$ cat src/rtl/mux_pkg.sv
// rtl/mux_pkg.sv - shared types and helpers for the round-robin bus multiplexer
package mux_pkg;

    typedef enum logic {ARB_RR = 1'b0, ARB_FIXED = 1'b1} arb_mode_t;

    localparam int MAX_N = 16;
    localparam int IDXW  = 4;

    function automatic logic [IDXW-1:0] onehot_to_idx(input logic [MAX_N-1:0] oh);
        logic [IDXW-1:0] idx;
        idx = '0;
        for (int i = 0; i < MAX_N; i++) begin
            if (oh[i]) begin
                idx = IDXW'(i);
            end
        end
        return idx;
    endfunction

endpackage

$ cat src/rtl/rr_bus_mux_arbiter.sv
// rtl/rr_bus_mux_arbiter.sv - combinational round-robin / fixed-priority one-hot arbiter
module rr_arbiter
    import mux_pkg::*;
#(
    parameter int N    = 4,
    parameter int SELW = $clog2(N)
) (
    input  logic [N-1:0]    req,
    input  logic [SELW-1:0] ptr,
    input  arb_mode_t       mode,
    output logic [N-1:0]    gnt
);

    logic [SELW-1:0] base;
    logic [2*N-1:0]  rot;
    logic [2*N-1:0]  pick_wide;
    logic [N-1:0]    pick;
    logic            found;

    always_comb begin
        base      = (mode == ARB_FIXED) ? '0 : ptr;
        // Rotating the doubled vector puts the channel at the pointer in bit 0.
        rot       = {req, req} >> base;
        pick      = '0;
        found     = 1'b0;
        for (int i = 0; i < N; i++) begin
            if (rot[i] && !found) begin
                pick[i] = 1'b1;
                found   = 1'b1;
            end
        end
        pick_wide = {{N{1'b0}}, pick} << base;
        gnt       = pick_wide[N-1:0] | pick_wide[2*N-1:N];
    end

endmodule

$ cat src/rtl/rr_bus_mux.sv
// rtl/rr_bus_mux.sv - registered N-channel bus multiplexer with round-robin, fixed or forced selection
module rr_bus_mux
    import mux_pkg::*;
#(
    parameter int WIDTH = 16,
    parameter int N     = 4,
    parameter int SELW  = $clog2(N)
) (
    input  logic               Clk,
    input  logic               Reset,
    input  logic [N*WIDTH-1:0] In_data,
    input  logic [N-1:0]       In_valid,
    output logic [N-1:0]       In_ready,
    input  logic               Mode,
    input  logic               Force_en,
    input  logic [SELW-1:0]    Force_sel,
    output logic [WIDTH-1:0]   Out_data,
    output logic               Out_valid,
    input  logic               Out_ready,
    output logic [N-1:0]       Grant
);

    logic [SELW-1:0]  ptr_q, ptr_d;
    logic [WIDTH-1:0] out_data_q, out_data_d;
    logic             out_valid_q, out_valid_d;
    logic [N-1:0]     arb_gnt;
    logic [N-1:0]     force_gnt;
    logic [WIDTH-1:0] sel_data;
    logic [SELW-1:0]  gnt_idx;
    logic             load;
    logic             accept;

    rr_arbiter #(.N(N), .SELW(SELW)) u_arb (
        .req  (In_valid),
        .ptr  (ptr_q),
        .mode (arb_mode_t'(Mode)),
        .gnt  (arb_gnt)
    );

    always_comb begin
        force_gnt = '0;
        for (int i = 0; i < N; i++) begin
            force_gnt[i] = (Force_sel == SELW'(i)) && In_valid[i];
        end
        Grant    = Force_en ? force_gnt : arb_gnt;
        load     = !out_valid_q || Out_ready;
        // In_ready is held low during reset so nothing looks accepted while the block is cleared.
        In_ready = Grant & {N{load && Reset}};
        accept   = (|Grant) && load;

        sel_data = '0;
        for (int i = 0; i < N; i++) begin
            sel_data = sel_data | (In_data[i*WIDTH +: WIDTH] & {WIDTH{Grant[i]}});
        end
        gnt_idx = SELW'(onehot_to_idx(MAX_N'(Grant)));
    end

    always_comb begin
        ptr_d       = ptr_q;
        out_data_d  = out_data_q;
        out_valid_d = out_valid_q;
        if (accept) begin
            out_data_d  = sel_data;
            out_valid_d = 1'b1;
            // Only round-robin advances the pointer; forced and fixed selections leave it alone.
            if (!Force_en && (arb_mode_t'(Mode) == ARB_RR)) begin
                ptr_d = (gnt_idx == SELW'(N-1)) ? '0 : gnt_idx + SELW'(1);
            end
        end else if (Out_ready) begin
            out_valid_d = 1'b0;
        end
    end

    always_ff @(posedge Clk) begin
        if (!Reset) begin
            ptr_q       <= '0;
            out_data_q  <= '0;
            out_valid_q <= 1'b0;
        end else begin
            ptr_q       <= ptr_d;
            out_data_q  <= out_data_d;
            out_valid_q <= out_valid_d;
        end
    end

    assign Out_data  = out_data_q;
    assign Out_valid = out_valid_q;

endmodule
$ cat config.mk
export PLATFORM = sky130hd
export DESIGN_NAME = rr_bus_mux
export DESIGN_NICKNAME = d
export VERILOG_FILES = /design/src/rtl/mux_pkg.sv /design/src/rtl/rr_bus_mux_arbiter.sv /design/src/rtl/rr_bus_mux.sv
export SDC_FILE = /design/constraint.sdc
export NUM_CORES = 1
export LEC_CHECK = 0
export ABC_AREA = 1
export CAP_MARGIN = 15
export CORE_ASPECT_RATIO = 0.8
export CORE_MARGIN = 1
export CORE_UTILIZATION = 35
export CTS_CLUSTER_SIZE = 10
export DETAILED_ROUTE_END_ITERATION = 10
export DONT_BUFFER_PORTS = 1
export HOLD_SLACK_MARGIN = 0.03
export MAX_ROUTING_LAYER = met4
export PLACE_DENSITY = 0.6
export SLEW_MARGIN = 20
export SYNTH_ARGS = -nofsm -noshare
export SYNTH_HDL_FRONTEND = slang
export SYNTH_SLANG_ARGS = --single-unit
$ cat constraint.sdc
create_clock -name Clk -period 6.3 [get_ports Clk]
set_input_delay 1.89 -clock Clk [delete_from_list [all_inputs] [get_ports Clk]]
set_output_delay 1.89 -clock Clk [all_outputs]
set_load 0.005 [all_outputs]
Word-level counts from Yosys, hierarchy flattened

Index checks and enable logic that the tools add are counted.

Word-level logic and storage cells: 54
Output and inout bits: 25
Bits of input ports: 75
Flip-flop bits (word level): 19

Muxes and demuxes: 14
$add $sub $neg: 1
Equality and inequality tests: 4
Shift-type cells: 2
Reduce and logical (&&, ||, !) cells: 20
Bitwise logic cells: 10

Operators with widths:

| cell                                           | count |
|---|---|
| AND 16 bit                                     | 4 |
| bitwise OR 16 bit                              | 3 |
| logical AND 1 bit                              | 10 |
| 2-to-1 mux 1 bit                               | 9 |
| 2-to-1 mux 2 bit                               | 4 |
| left shift 4 x 2 -> 8 bit                      | 1 |
| right shift 8 x 2 -> 4 bit                     | 1 |
| == test 2 bit (second input constant)          | 3 |
| logical NOT 1 bit                              | 5 |
| AND 4 bit                                      | 1 |
| 2-to-1 mux 4 bit                               | 1 |
| bitwise OR 4 bit                               | 1 |
| OR reduction 4 bit                             | 1 |
| adder 2 x 1 -> 2 bit (second input constant)   | 1 |
| == test 2 x 1 -> 1 bit (second input constant) | 1 |
| logical NOT 2 bit                              | 1 |
| AND reduction 2 bit                            | 1 |
| nonzero test 2 bit                             | 1 |
| logical OR 1 bit                               | 1 |
| inverter 1 bit                                 | 1 |

Depth between registers and ports, before layout

Gate-level depths: netlist (run 1).

Depth in word-level cells: 20
Gate-level depth with buffers: 22
Mapped depth without buffers: 20

Cells and area by module

Synthesis (run 1) repeated with hierarchy kept, for this count alone.

Cells, all modules: 318
Area total of the unflattened synthesis: 1813.0 um^2

By module, submodules not included:

| module     | area each (um^2) | sequential area each (um^2) | cells each | instances |
|---|---|---|---|---|
| rr_bus_mux | 1367.6           | 380.4                       | 244        | 1 |
| rr_arbiter | 445.4            | 0.0                         | 74         | 1 |

Worst setup path before layout (run 1)

OpenSTA, ideal clock, no wires.

Path kind: input port to output port
From: input port Mode
To: output port Grant[0]
Required time: 4.410 ns
Path buffers: 2
Arrival time: 3.143 ns
Slack: 1.267 ns
Cell stages on the path: 13
Cell sequence: inv_4 -> nand2_2 -> buf_6 -> nand2_4 -> nand2_1 -> nand2_1 -> nand2_2 -> nor2_2 -> nand3_1 -> a21oi_2 -> nor2_1 -> nor2_4 -> buf_2

Word-level cells in the longest chain between the ends: 15
Elaborated cells between the ends (all ways): 17
Classes of those cells: shift: 2; mux: 8; bitwise: 1; reduce/logical: 6

RTL lines:

| element                       | RTL line                 | source |
|---|---|---|
| start: declaration            | rr_bus_mux.sv:14         | `input logic Mode,` |
| 2-to-1 mux 2 bit (*)          | rr_bus_mux_arbiter.sv:21 | `base = (mode == ARB_FIXED) ? '0 : ptr;` |
| right shift 8 x 2 -> 4 bit    | rr_bus_mux_arbiter.sv:23 | `rot = {req, req} >> base;` |
| 2-to-1 mux 1 bit              | rr_bus_mux_arbiter.sv:27 | `if (rot[i] && !found) begin` |
| logical NOT 1 bit             | rr_bus_mux_arbiter.sv:27 |  |
| logical AND 1 bit             | rr_bus_mux_arbiter.sv:27 |  |
| 2-to-1 mux 1 bit              | rr_bus_mux_arbiter.sv:27 |  |
| logical NOT 1 bit             | rr_bus_mux_arbiter.sv:27 |  |
| logical AND 1 bit             | rr_bus_mux_arbiter.sv:27 |  |
| 2-to-1 mux 1 bit              | rr_bus_mux_arbiter.sv:27 |  |
| logical NOT 1 bit             | rr_bus_mux_arbiter.sv:27 |  |
| logical AND 1 bit             | rr_bus_mux_arbiter.sv:27 |  |
| 2-to-1 mux 1 bit              | rr_bus_mux_arbiter.sv:27 |  |
| left shift 4 x 2 -> 8 bit (*) | rr_bus_mux_arbiter.sv:32 | `pick_wide = {{N{1'b0}}, pick} << base;` |
| bitwise OR 4 bit (*)          | rr_bus_mux_arbiter.sv:33 | `gnt = pick_wide[N-1:0] \| pick_wide[2*N-1:N];` |
| 2-to-1 mux 4 bit (*)          | rr_bus_mux.sv:45         | `Grant = Force_en ? force_gnt : arb_gnt;` |
| end: declaration              | rr_bus_mux.sv:20         | `output logic [N-1:0] Grant` |

Mark *: on every way between the ends. The rest lies on a longest branch, timed or not.

Worst setup path in the final report (run 1)

From: input port Mode
To: output port Grant[1]

Same word-level chain as after synthesis.

==> results of run 1 <==
-- metal layers --
layer | global-route usage | share of wire | vias up
li1 | - | - | 931
met1 | 0.246 | 0.46 | 757
met2 | 0.259 | 0.44 | 82
met3 | 0.0557 | 0.090 | 4
met4 | 0.0250 | 0.0039 | 0
met5 | - | 0 | -
-- synth_stat cells (all sizes together) --
| master | count | area [um2] |
|---|---|---|
| nand4 | 19 | 119 |
| dfxtp | 19 | 380 |
| a21oi | 3 | 18.8 |
| o21bai | 1 | 7.51 |
| nand3 | 26 | 135 |
| nor2 | 43 | 176 |
| clkbuf | 2 | 7.51 |
| buf | 10 | 77.6 |
| clkinv | 1 | 3.75 |
| a31oi | 1 | 6.26 |
| inv | 32 | 123 |
| o31ai | 2 | 15.0 |
| nand2 | 142 | 582 |
| a21boi | 2 | 26.3 |
-- stage by stage --
stage,power (W),hold slack (ps),setup WS [ps],cell area [um2]
floorplan,0.000273,498,1270,1680
global placement,0.000291,515,1180,1680
detailed placement,0.000292,523,1160,1680
CTS,0.000378,534,1160,1730
global route,0.000406,553,932,1730
finish,0.000373,530,1130,1730
-- flip-flops by register name (all words and copies together), names as in the netlist --
register	count
ptr_q	2
Out_valid	1
Out_data	16
-- final cells by class --
class	count	area, um2
fillers	506	2870
multi-input cells	239	1090
flip-flops and latches	19	380
inverters	33	126
well taps	60	75.1
clock buffers	4	45.0
repair buffers	2	15.0
-- worst min-delay path: cells and delay by family (launching register included) --
family / cells / cell delay (ps)
buf+inv: 1 / 70
compound gates: 1 / 50
flops: 1 / 360
-- power groups by stage --
stage / sequential [W] / clock [W] / combinational [W]
6_report: 0.000155 / 0.0000840 / 0.000134
5_1_grt: 0.000157 / 0.0000927 / 0.000156
4_1_cts: 0.000156 / 0.0000879 / 0.000134
3_5_place_dp: 0.000159 / 0 / 0.000134
3_3_place_gp: 0.000158 / 0 / 0.000133
2_1_floorplan: 0.000153 / 0 / 0.000120
-- kinds of logic (layout without fill, tap and decap cells) --
group	count (synthesis)	count (layout)	synth area share
buffers and inverters	45	39	0.126
AO/OA/AOI/OAI	9	9	0.0440
flip-flops	19	19	0.227
AND/OR/NAND/NOR	230	230	0.603
-- worst min-delay path by stage --
stage                     startpoint       end  depth (start not counted)
after floorplan             ptr_q[1]  ptr_q[1]                          2
after global placement      ptr_q[1]  ptr_q[1]                          2
after detailed placement    ptr_q[1]  ptr_q[1]                          2
after CTS                   ptr_q[1]  ptr_q[1]                          2
after global routing        ptr_q[1]  ptr_q[1]                          2
final                       ptr_q[1]  ptr_q[1]                          2
==> key figures, run 1 <==
CTS
  • CTS Buf Count: 3
  • H-Tree Depth: 1
  • Worst-path clk slew: 70 ps
  • Clock sink count: 19
  • Clk_lat worst skew: between 200 and 300 ps
  • Cts hold-fix bufs: 0
  • CTS-repair resized insts: 0
  • Post-CTS Repair Setup Buffers: 0
  • Clk root buf: clkbuf_8
  • Bufs on Longest Clock Path: 2
  • CTS tree: built

Drt
  • DR iter-0 viols: between 150 and 200
  • Via count: between 1,500 and 2,000
  • DR DRC count: 0
  • ANT nets after route: 0
  • Final wirelength: about 4400 um
  • Routed vias/inst: ~5.0
  • Wirelength per Cell: roughly 12 um
  • First-pass iteration count of the detailed router: 4

Synthesis
  • Synth cell types: 26
  • Register area share after synthesis: 0.227
  • Cell count after synthesis: 303
  • Syn_nets: 378
  • Mapped cell area: 1680 um2
  • Synth Warn #: 0
  • Synth Register Bits: 19
  • Synthesized area per cell: between 5 and 6 um2

Global routing
  • First-pass GRT wire length: about 7000 um
  • Vias in the first global route: roughly 1,400
  • Largest net degree at the start of global routing: 34
  • Initial antenna violation count: 0
  • All-Layer GR Usage: 0.178
  • Remaining Overflow, GRT: 0

Final layout
  • Fraction of layout cells with a size suffix above 1: 0.0842
  • Ant diodes: 0
  • Nets: between 300 and 400
  • Most frequent cells in the layout: nand2_1, nor2_1, inv_1
  • Commonest non-fill, non-tap cell in the layout: nand2_1
  • Area added between synthesis and finish: 2.98%
  • Final Util: 0.376
  • Final std cells w/o fill: 357

STA
  • Final Hold Vio Count: 0
  • Unrepaired setup endpoints after global routing: no
  • Final setup fails: 0
  • Final Slew Violations: 0
  • Post-layout min period: about 5200 ps
  • Fmax: slightly below 200 MHz
  • Slew Limit Headroom: 0.735
  • Setup TNS Final: 0 ps
  • Slew @ Worst Pin: between 300 and 400 ps
  • Period utilisation layout: 0.821
  • Setup Skew: approximately 3.9 ps

Placement
  • Placed Cells incl. Taps: between 300 and 400
  • Routability cong.: about 0.82
  • DP HPWL: between 3000 and 4000 um
  • Port buffer count: 0

Hold path
  • Worst min-delay path class: reg2reg

Critical path
  • Worst stage delay on the critical path: approximately 280 ps
  • CP arrival: 3280 ps
  • Capture point of the critical path: Grant[1]
  • CP cell instances: inv_4, nand2_2, nand2_1, nand2_1, nand2_1, nand2_2, nand2_1, nand2_1, nand3_1, nand2_1, clkinv_1, nand2_1, nand2_1, inv_2
  • Worst setup SP type: input pin
  • Worst EP required: approximately 4400 ps
  • CP Buf/Inv Count: 3
  • Cell with the most instances on the worst path: nand2_1
  • Setup crit start: Mode
  • Worst path top cell family by delay: simple AND/OR/NAND/NOR gates
  • Flop-to-flop setup slack: approximately 3700 ps
  • CP Max Fanout: 18
  • CP Capture Type: primary output
  • Worst r2r src: ptr_q[0]
  • Slowest cell on the critical path: inv_2
  • Worst R2R End: Out_data[8]
  • Worst path depth: 14
  • Reg2Reg Depth: 18
  • Crit Path Category: in2out

Floorplanning
  • Die X: 79.4 um
  • Die height: 63.9 um
  • Core area: 4600 um2
  • Starting density of the core: 0.365
  • Die area: around 5000 um2
  • I/O Pins: 100
  • Row count: 22

Status
  • Status: finished clean

Power
  • Flop pwr share: 0.416
  • Int Pwr: 0.000229 W
  • NetSw: roughly 0.00014 W
  • Leakage Power: about 0.86 nW
  • Clock power share: 0.225
  • Peak supply drop: around 0.071 mV
  • Switch share: 0.384
  • Power Density: about 220 nW/um2
  • Comb power frac: 0.359

Job
  • Max-cap violations: 0
No activity file was read; power rests on OpenSTA's default activity.
==> inputs of run 2 (changes only) <==
- ABC_AREA: 1 -> 0
- PLACE_DENSITY: 0.6 -> 0.62
- clock period: 6.3 -> 4.4 ns (I/O delays scaled with it)
==> run 2 against run 1 <==
  * Sequential power is 30% higher
  * Highest routed layer unchanged
  * Critical path type unchanged
  * Worst hold slack worse by 16 ps
  * Die area is 27% lower
  * First-iteration DRC count is 57% lower
  * Critical endpoint is now In_ready[0]
==> key figures, run 2 <==
Status
  • Status: finished clean

Synthesis
  • Synthesized area per cell: 8.30 um2
  • Yosys top cell area share: 0.314
  • Cells taking the most area after synthesis: dfxtp_1, a222oi_1, a22o_1
  • Top-count cell post-synth: o21ai_0
  • Top FF cell, synth: dfxtp_1
  • Cell count after synthesis: 146
  • Syn_nets: ~220
  • Mapped cell area: between 1000 and 1500 um2
  • Synth Warn #: 0
  • Register area share after synthesis: 0.314
  • Synth cell types: 36
  • Cell taking the most area after synthesis: dfxtp_1
  • Synth Register Bits: 19
  • Ys async rst share: 0
  • Commonest cells in the netlist: o21ai_0, nand2_1, dfxtp_1, a222oi_1, a22o_1
  • EDFF count, synth: 0

Drt
  • Via count: between 1,000 and 1,500
  • First-pass iteration count of the detailed router: 6
  • DR iter-0 viols: 67
  • ANT nets after route: 0
  • Wirelength per Cell: 20.9 um
  • Routed vias/inst: 7.01
  • DR DRC count: 0
  • Final wirelength: about 3800 um

Critical path
  • CP arrival: 2670 ps
  • Worst EP required: 3080 ps
  • Worst setup SP type: input pin
  • Crit Path Category: in2out
  • CP Capture Type: primary output
  • CP Max Fanout: 11

CTS
  • CTS Buf Count: 3
  • CTS-repair resized insts: 0
  • CTS tree: built
  • Cts hold-fix bufs: 0
  • Clk root buf: clkbuf_8
  • Post-CTS Repair Setup Buffers: 0
  • Worst-path clk slew: about 70 ps
  • Bufs on Longest Clock Path: 2
  • H-Tree Depth: 1
  • Clk_lat worst skew: about 250 ps
  • Clock sink count: 19

Global routing
  • First-pass GRT wire length: between 5000 and 6000 um
  • Largest net degree at the start of global routing: 21
  • All-Layer GR Usage: 0.203
  • Initial antenna violation count: 0
  • Vias in the first global route: between 1,000 and 1,500
  • Remaining Overflow, GRT: 0

Placement
  • Port buffer count: 0
  • Placed inst area: about 1200 um2
  • DP HPWL: 2870 um
  • Routability cong.: between 0.8 and 0.9

STA
  • Final Slew Violations: 0
  • Setup TNS Final: 0 ps
  • Slew Limit Headroom: 0.475
  • Period utilisation layout: 0.906
  • Slew @ Worst Pin: about 800 ps
  • Fmax: between 200 and 300 MHz
  • Setup Skew: 1.95 ps
  • Final Hold Vio Count: 0
  • Final setup fails: 0
  • Post-layout min period: 3990 ps
  • Unrepaired setup endpoints after global routing: no

Final layout
  • Most frequent cells in the layout: o21ai_0, nand2_1, dfxtp_1
  • Design Area, Final: 1280 um2
  • Area added between synthesis and finish: 5.78%
  • Max reg flops: 16
  • Fraction of layout cells with a size suffix above 1: 0.0839
  • Ant diodes: 0
  • Register area: between 300 and 400 um2
  • Nets: between 200 and 250
  • Fillers: between 300 and 400
  • Commonest non-fill, non-tap cell in the layout: o21ai_0
  • Multi-input gate area: about 750 um2

Floorplanning
  • Die X: approximately 68 um
  • Die height: 54.6 um
  • Die area: about 3700 um2
  • Core area: about 3200 um2
  • Starting density of the core: 0.379
  • Row count: 18
  • I/O Pins: 100

Power
  • Power Density: 314 nW/um2
  • Peak supply drop: around 0.14 mV
  • Leakage Power: approximately 0.52 nW

Hold path
  • Worst min-delay path class: reg2reg

Job
  • Max-cap violations: 0
-- run 2: cell count changes after synthesis, moves of 4 or more --
cell,delta
inv_1,-22
nand4_1,-19
a222oi_1,+16
nand2_2,-7
buf_2,-4
clkbuf_1,+4
nor2_1,-33
nand3_1,-25
nand2_1,-112
a22o_1,+16
o21ai_0,+21
-- run 2: path summary, 6_finish.rpt --
kind	depth (start not counted)	slack (ps)	endpoint	from
setup / recovery	5	410	In_ready[0]	Mode
hold reg to reg	1	510	Out_data[0]	Out_data[0]
setup reg to reg	7	1650	Out_data[0]	ptr_q[1]
hold / removal	1	510	Out_data[0]	Out_data[0]
-- run 2: where the power goes --
part	internal [W]	total [W]	switching (W)
Clock	0.0000642	0.000119	0.0000544
Sequential	0.000188	0.000201	0.0000127
Combinational	0.0000353	0.0000830	0.0000477
Total	0.000287	0.000402	0.000115
-- run 2: layout make-up --
class	count	share of cell area
clock buffers	4	0.0351
inverters	7	0.0205
multi-input cells	109	0.585
flip-flops and latches	19	0.297
well taps	40	0.0390
repair buffers	4	0.0234
-- run 2: worst max-delay path, cell delays in order --
cell	delay [ps]
or2_0	220
or4_1	480
and4_1	390
inv_1	170
nor2_1	80
-- run 2: stage by stage --
step	total power, W	hold slack (ps)	setup slack, ps	util	std cells
final	0.000402	514	413	0.401	183
after global routing	0.000428	525	316	0.401	183
after CTS	0.000411	518	413	0.401	183
after detailed placement	0.000288	499	414	0.387	179
after global placement	0.000283	491	496	0.387	179
after floorplan	0.000271	466	450	-	146
-- run 2: cells by family after synthesis --
group / after synthesis / share of synthesized area
buffers and inverters: 18 / 0.0722
flip-flops: 19 / 0.314
AND/OR/NAND/NOR: 45 / 0.186
AO/OA/AOI/OAI: 64 / 0.428
-- run 2: layer usage --
metal	global-route usage	up-vias	wire length, um
met2	0.398	89	1970
met1	0.206	609	1480
met5	-	-	0
met3	0.0500	6	334
li1	-	578	-
met4	0.0417	0	36
